==> src/rtl/simple_function_pkg.sv <==
// Shared types and helpers for the table-driven 3-input Boolean function block.
package simple_function_pkg;

   // Default table: y = (~b & ~c) | (a & ~b); bit[{a,b,c}] holds y.
   localparam logic [7:0] DEFAULT_TT = 8'b0011_0001;
   localparam int         SF_TT_W    = 8;

   typedef logic [2:0] sf_idx_t;

   function automatic sf_idx_t sf_pack(input logic a, input logic b, input logic c);
      return {a, b, c};
   endfunction

   // Plain indexed select, so an unknown index propagates X rather than a masked value.
   function automatic logic sf_eval(input logic [SF_TT_W-1:0] tt, input sf_idx_t idx);
      return tt[idx];
   endfunction

endpackage

==> src/rtl/simple_function_lut.sv <==
// Pure combinational 8:1 truth-table lookup used by simple_function.
module simple_function_lut
   import simple_function_pkg::*;
#(
   parameter logic [SF_TT_W-1:0] TRUTH_TABLE = DEFAULT_TT
)(
   input  sf_idx_t idx,
   output logic    y
);

   assign y = sf_eval(TRUTH_TABLE, idx);

endmodule

==> src/rtl/simple_function.sv <==
// Table-driven 3-input function with registered copy and saturating activity counter.
// Optional SIMPLE_FUNCTION_MINTERM_EN adds a one-hot minterm output and a consistency assertion.
module simple_function
   import simple_function_pkg::*;
#(
   parameter logic [SF_TT_W-1:0] TRUTH_TABLE = DEFAULT_TT,
   parameter int                 CNT_W       = 16
)(
   input  logic             clk,
   input  logic             reset,
   input  logic             a,
   input  logic             b,
   input  logic             c,
   output logic             y,
   output logic             y_q,
   output logic [CNT_W-1:0] y_count,
`ifdef SIMPLE_FUNCTION_MINTERM_EN
   output logic             count_sat,
   output logic [7:0]       minterm
`else
   output logic             count_sat
`endif
);

   localparam logic [CNT_W-1:0] CNT_MAX = {CNT_W{1'b1}};
   localparam logic [CNT_W-1:0] CNT_ONE = {{(CNT_W-1){1'b0}}, 1'b1};

   // Increment only when enabled, holding at all-ones instead of wrapping.
   function automatic logic [CNT_W-1:0] sat_inc(input logic [CNT_W-1:0] cnt, input logic en);
      if (en && (cnt != CNT_MAX))
         return cnt + CNT_ONE;
      return cnt;
   endfunction

   sf_idx_t          idx_p0;
   logic             y_p0;
   logic             y_p1;
   logic [CNT_W-1:0] cnt_p1;

   // Stage p0: combinational lookup, valid even while reset is asserted.
   assign idx_p0 = sf_pack(a, b, c);

   simple_function_lut #(
      .TRUTH_TABLE (TRUTH_TABLE)
   ) u_lut (
      .idx (idx_p0),
      .y   (y_p0)
   );

   assign y = y_p0;

   // Stage p1: registered result and activity count.
   always_ff @(posedge clk) begin
      if (!reset) begin
         y_p1   <= 1'b0;
         cnt_p1 <= '0;
      end else begin
         y_p1   <= y_p0;
         cnt_p1 <= sat_inc(cnt_p1, y_p0);
      end
   end

   assign y_q       = y_p1;
   assign y_count   = cnt_p1;
   assign count_sat = (cnt_p1 == CNT_MAX);

`ifdef SIMPLE_FUNCTION_MINTERM_EN
   assign minterm = 8'b0000_0001 << idx_p0;

   always_comb begin
      if (!$isunknown(idx_p0))
         assert (y_p0 == |(minterm & TRUTH_TABLE));
   end
`endif

endmodule

==> config.mk <==
export PLATFORM = sky130hd
export DESIGN_NAME = simple_function
export DESIGN_NICKNAME = d
export VERILOG_FILES = /design/src/rtl/simple_function_pkg.sv /design/src/rtl/simple_function_lut.sv /design/src/rtl/simple_function.sv
export SDC_FILE = /design/constraint.sdc
export NUM_CORES = 1
export LEC_CHECK = 0
export CORE_MARGIN = 4
export CORE_UTILIZATION = 42
export CTS_CLUSTER_DIAMETER = 80
export DETAILED_ROUTE_END_ITERATION = 6
export HOLD_SLACK_MARGIN = 0.12
export PLACE_DENSITY = 0.76
export SYNTH_ARGS = -nofsm -noshare
export SYNTH_HDL_FRONTEND = slang
export SYNTH_SLANG_ARGS = --single-unit
==> constraint.sdc <==
create_clock -name clk -period 1.5 [get_ports clk]
set_input_delay 0.225 -clock clk [delete_from_list [all_inputs] [get_ports clk]]
set_output_delay 0.225 -clock clk [all_outputs]
set_load 0.05 [all_outputs]
==> reports/qor.csv, run 1 <==
stage;metric;value;unit
clock_tree;Max clock buf depth;2;
clock_tree;htree depth;1;
logic_synthesis;Primary FF master, synth;dfxtp_1;
logic_synthesis;synthesized flop and latch total;17;
clock_tree;root buf cell;clkbuf_4;
logic_synthesis;Synth Net Count;112;
logic_synthesis;EDFF count, synth;0;
floorplanning;I/O Pins;24;
logic_synthesis;Synth area leaders;dfxtp_1 (37%), or4_1 (8.3%), a21oi_1 (6.6%);
logic_synthesis;ys async rst share;0;%
run_status;stop err;[ERROR DPL-0033] detailed placement checks failed during check placement.;
clock_tree;CTS Hold Bufs;0;
floorplanning;Die H;54.5;um
placement;routability congestion estimate;0.851;
placement;Placed Cells;184;
timing;worst endpoint type;primary output;
run_status;outcome;aborted with a tool error;
logic_synthesis;Synth top area share;37.4;%
global_routing;number of antenna violations at the first check in global routing;1;
placement;Port Buf Inserts;23;
timing;GR repair worst EP;count_sat;
logic_synthesis;Synth warnings;0;
logic_synthesis;Post-Syn Instances;106;
placement;Setup WS pre-CTS;-0.367;ns
logic_synthesis;Distinct cells, synth;32;
floorplanning;die width;54.5;um
floorplanning;num rows;16;
logic_synthesis;Avg Cell Area, Syn;8.58;um^2
clock_tree;clk sinks;17;
floorplanning;Initial Util;45.4;%
run_status;failing step;global routing;
clock_tree;Num CTS Buffers;3;
logic_synthesis;post-synthesis cell area;910;um^2
logic_synthesis;Seq/Total Area, Yosys;37.4;%
placement;DP Wirelength;2.38;mm
logic_synthesis;Commonest cells post-synth;dfxtp_1 (17), a21oi_1 (12), or4_1 (10);
logic_synthesis;most frequent cell after synthesis;dfxtp_1;
global_routing;largest net degree at the start of global routing;17;
logic_synthesis;post-synth top area cell;dfxtp_1;
-- what timing repair did --
item                                    4_1_cts
endpoints found under the setup margin       17
gates resized for setup                      27
setup buffers                                10
pin swaps                                     6
-- cell families after synthesis --
group	Yosys count	share of synthesized area (%)
buffers and inverters	11	5.91
AOI/OAI and AO/OA	31	22.6
DFF	17	37.4
and+or+nand+nor	46	32.7
adders and majority gates	1	1.38
-- per-stage QoR --
step           cell area, um^2  setup TNS (ns)  hold WS (ns)  utilization [%]
2_1_floorplan             1010          -0.695         0.338                -
4_1_cts                   1830           -1.78         0.498             91.4
3_5_place_dp              1610           -4.29         0.478             80.6
3_3_place_gp              1610           -2.74         0.456             80.6
==> inputs of run 2 (changes only) <==
--- a/config.mk
+++ b/config.mk
@@ -5,12 +5,10 @@
 export SDC_FILE = /design/constraint.sdc
 export NUM_CORES = 1
 export LEC_CHECK = 0
-export CORE_MARGIN = 4
-export CORE_UTILIZATION = 42
-export CTS_CLUSTER_DIAMETER = 80
+export CORE_AREA = 4 4 65 67
 export DETAILED_ROUTE_END_ITERATION = 6
-export HOLD_SLACK_MARGIN = 0.12
-export PLACE_DENSITY = 0.76
+export DIE_AREA = 0 0 69 71
+export PLACE_DENSITY_LB_ADDON = 0.15
 export SYNTH_ARGS = -nofsm -noshare
 export SYNTH_HDL_FRONTEND = slang
 export SYNTH_SLANG_ARGS = --single-unit
==> constraint.sdc (replaced) <==
create_clock -name clk -period 1.95 [get_ports clk]
set_input_delay 0.2925 -clock clk [delete_from_list [all_inputs] [get_ports clk]]
set_output_delay 0.2925 -clock clk [all_outputs]
set_load 0.05 [all_outputs]
==> reports/qor.csv, run 2 <==
stage;metric;value;unit;change
global_routing;first-pass GRT wire length;4.05;mm;
floorplanning;num rows;22;;+6
hold_path;Hold Crit Class;register to register;;
logic_synthesis;post-synthesis cell area;910;um^2;unchanged
floorplanning;die area;0.00490;mm^2;
hold_path;Worst Hold Path EP;y_count[0]$_SDFFE_PN0P_;;
power_and_ir_drop;sequential fraction of design power;52.1;%;
logic_synthesis;synthesized flop and latch total;17;;unchanged
global_routing;GRT busiest layer;met2;;
placement;Placed Cells;177;;-3.8%
drt;DR vias;967;;
worst_setup_path;worst reg2reg setup slack;0.10;ns;
timing;Final Cycle Share;97.4;%;
drt;DR WL/cell;14.5;um;
power_and_ir_drop;Comb pwr share;9.0;%;
drt;DRC;0;;
global_routing;vias in the first global route;879;;
cells_and_area;Layout Nets;140;;
global_routing;met2 Usage GRT;17.3;%;
clock_tree;worst skew pair latency;0.25;ns;
logic_synthesis;ys async rst share;0;%;unchanged
global_routing;number of antenna violations at the first check in global routing;0;;
timing;RSZ-0062 raised after global routing;yes;;
cells_and_area;register area;342;um^2;
clock_tree;CTS tree;yes;;
cells_and_area;leading cell type in the layout, fill and taps excluded;clkdlybuf4s50_1;;
logic_synthesis;Seq/Total Area, Yosys;37.4;%;unchanged
cells_and_area;Final Non-Filler Cells;181;;
power_and_ir_drop;cell internal pwr;520;uW;
timing;Hold Vio Cnt, Final;0;;
global_routing;GR Layer Usage met3;2.41;%;
logic_synthesis;Synth top area share;37.4;%;unchanged
global_routing;largest net degree at the start of global routing;20;;
timing;Final Slew Violations;0;;
run_status;outcome;complete, no violations;;
clock_tree;root buf cell;clkbuf_8;;
floorplanning;I/O Pins;24;;unchanged
worst_setup_path;WP data arrival;1.61;ns;
power_and_ir_drop;Leak Pwr;0.400;nW;
hold_path;Min-Delay Startpoint;y_count[0]$_SDFFE_PN0P_;;
timing;worst clock skew;0.00142;ns;
worst_setup_path;RR Endpoint;y_count[13]$_SDFFE_PN0P_;;
floorplanning;Die H;71;um;+30%
drt;drt initial violations;53;;
worst_setup_path;worst setup path category;register to output pin;;
worst_setup_path;crit path capture type;output pin;;
logic_synthesis;Post-Syn Instances;106;;unchanged
logic_synthesis;Synth warnings;0;;unchanged
cells_and_area;final core utilization;34.5;%;
worst_setup_path;critical path depth;1;;
worst_setup_path;Buffers & Inverters on Critical Path;1;;
timing;Worst Max-Slew Pin Slew;0.502;ns;
floorplanning;Core ar.;0.00363;mm^2;
clock_tree;clk sinks;17;;unchanged
timing;fmax;526;MHz;
global_routing;gr usage total;10.1;%;
logic_synthesis;Synth Net Count;112;;unchanged
worst_setup_path;RR Startpoint;y_count[0]$_SDFFE_PN0P_;;
logic_synthesis;Synth area leaders;dfxtp_1 (37%), or4_1 (8.3%), a21oi_1 (6.6%);;
worst_setup_path;slowest stage delay, CP;0.86;ns;
timing;minimum clock period after layout;1.90;ns;
timing;final worst-path setup slack;0.0500;ns;
placement;Port Buf Inserts;23;;unchanged
cells_and_area;area of the multi-input gates;515;um^2;
cells_and_area;Antenna Cells;0;;
logic_synthesis;Distinct cells, synth;32;;unchanged
cells_and_area;max reg flops;16;;
worst_setup_path;Worst path top cell family by delay;buffers and inverters;;
worst_setup_path;data required time at the worst endpoint;1.66;ns;
drt;WL final;2.62;mm;
power_and_ir_drop;PwrDens;544;mW/mm^2;
cells_and_area;filler instances;390;;
timing;Rel. slew slack;66.4;%;
logic_synthesis;Avg Cell Area, Syn;8.58;um^2;unchanged
placement;placed cell area;0.00120;mm^2;-25%
drt;Final ANT Viol Nets;0;;
power_and_ir_drop;clock power share;39.0;%;
job;Max Cap Viol;0;;
floorplanning;Initial Util;25.0;%;-20 points
clock_tree;CTS Hold Bufs;0;;unchanged
clock_tree;CTS clock-pin slew for the worst setup and hold paths;0.07;ns;
power_and_ir_drop;Sw Ratio;23.8;%;
worst_setup_path;CP Cell Sequence;clkdlybuf4s50_1;;
clock_tree;Num CTS Buffers;3;;unchanged
cells_and_area;most frequent cells in the layout;clkdlybuf4s50_1 (18), dfxtp_1 (16), a21oi_1 (12);;
worst_setup_path;R2R depth;6;;
worst_setup_path;startpoint types;register;;
clock_tree;Setup Buffers After CTS;0;;-10
placement;DP Wirelength;1.93;mm;-19%
logic_synthesis;post-synth top area cell;dfxtp_1;;
floorplanning;die width;69;um;+27%
worst_setup_path;critical path peak fanout;8;;
drt;drt first pass iters;4;;
power_and_ir_drop;P_sw;163;uW;
timing;setup violators final;0;;
clock_tree;Max clock buf depth;2;;unchanged
cells_and_area;layout cells sized above 1;15.0;%;
logic_synthesis;Commonest cells post-synth;dfxtp_1 (17), a21oi_1 (12), or4_1 (10);;
placement;routability congestion estimate;0.802;;-5.8%
cells_and_area;area grow syn2layout;37.8;%;
worst_setup_path;worst-path cell with the longest stage delay;clkdlybuf4s50_1;;
logic_synthesis;most frequent cell after synthesis;dfxtp_1;;
placement;Setup WS pre-CTS;0.0298;ns;+0.397 ns
hold_path;worst hold path depth;2;;
logic_synthesis;Primary FF master, synth;dfxtp_1;;
logic_synthesis;EDFF count, synth;0;;unchanged
global_routing;met1 usage;12.3;%;
global_routing;Overflow after GRT;0;;
power_and_ir_drop;Peak VDD IR;0.277;mV;
cells_and_area;post-route design area;0.00125;mm^2;
clock_tree;htree depth;1;;unchanged
drt;DR vias/cell;5.34;;
clock_tree;post-cts resize count;0;;-100%
run 2: worst max-delay path by stage:
stage / start / end / slack, ns
after global placement: a / y_count[13]$_SDFFE_PN0P_ / 0.07
after global routing: y_count[1]$_SDFFE_PN0P_ / y_count[13]$_SDFFE_PN0P_ / -0.02
after CTS: y_count[1]$_SDFFE_PN0P_ / count_sat / 0.002
after floorplan: y_count[1]$_SDFFE_PN0P_ / y_count[4]$_SDFFE_PN0P_ / 0.005
final: y_count[8]$_SDFFE_PN0P_ / y_count[8] / 0.05
after detailed placement: c / y_count[13]$_SDFFE_PN0P_ / 0.03
run 2: area by class of cell:
class	count	area share, %
Clock buffer	4	3.59
Inverter	7	2.50
Multi-Input combinational cell	78	41.1
Sequential cell	17	27.2
Tap cell	48	4.79
Timing Repair Buffer	27	20.8
run 2: per-stage QoR:
step,total power [mW],hold slack [ns],TNS (ns)
after floorplan,0.398,0.410,0
after CTS,0.697,0.517,0
after detailed placement,0.425,0.502,0
after global placement,0.425,0.503,0
after global routing,0.716,0.551,-0.0533
final,0.682,0.516,0
run 2: per-layer routing:
layer  vias to the layer above  part of all wire, %
met1                       458                   48
met4                         0                  1.2
met3                         4                  5.0
li1                        477                    -
met5                         -                    0
met2                        28                   46
run 2: power by group through the flow:
stage | registers, mW | logic [mW] | clock network, mW
2_1_floorplan | 0.377 | 0.0216 | 0
3_3_place_gp | 0.364 | 0.0611 | 0
3_5_place_dp | 0.363 | 0.0615 | 0
4_1_cts | 0.355 | 0.0617 | 0.280
5_1_grt | 0.356 | 0.0649 | 0.295
6_report | 0.355 | 0.0612 | 0.266
run 2: cells by family (layout without fill, tap and decap cells):
| family | after synthesis | count (layout) | synth area share (%) |
|---|---|---|---|
| simple gates | 46 | 46 | 32.7 |
| flops | 17 | 17 | 37.4 |
| buf+inv | 11 | 38 | 5.91 |
| fa+ha+maj | 1 | 1 | 1.38 |
| compound gates | 31 | 31 | 22.6 |
No activity file was read; power rests on OpenSTA's default activity.
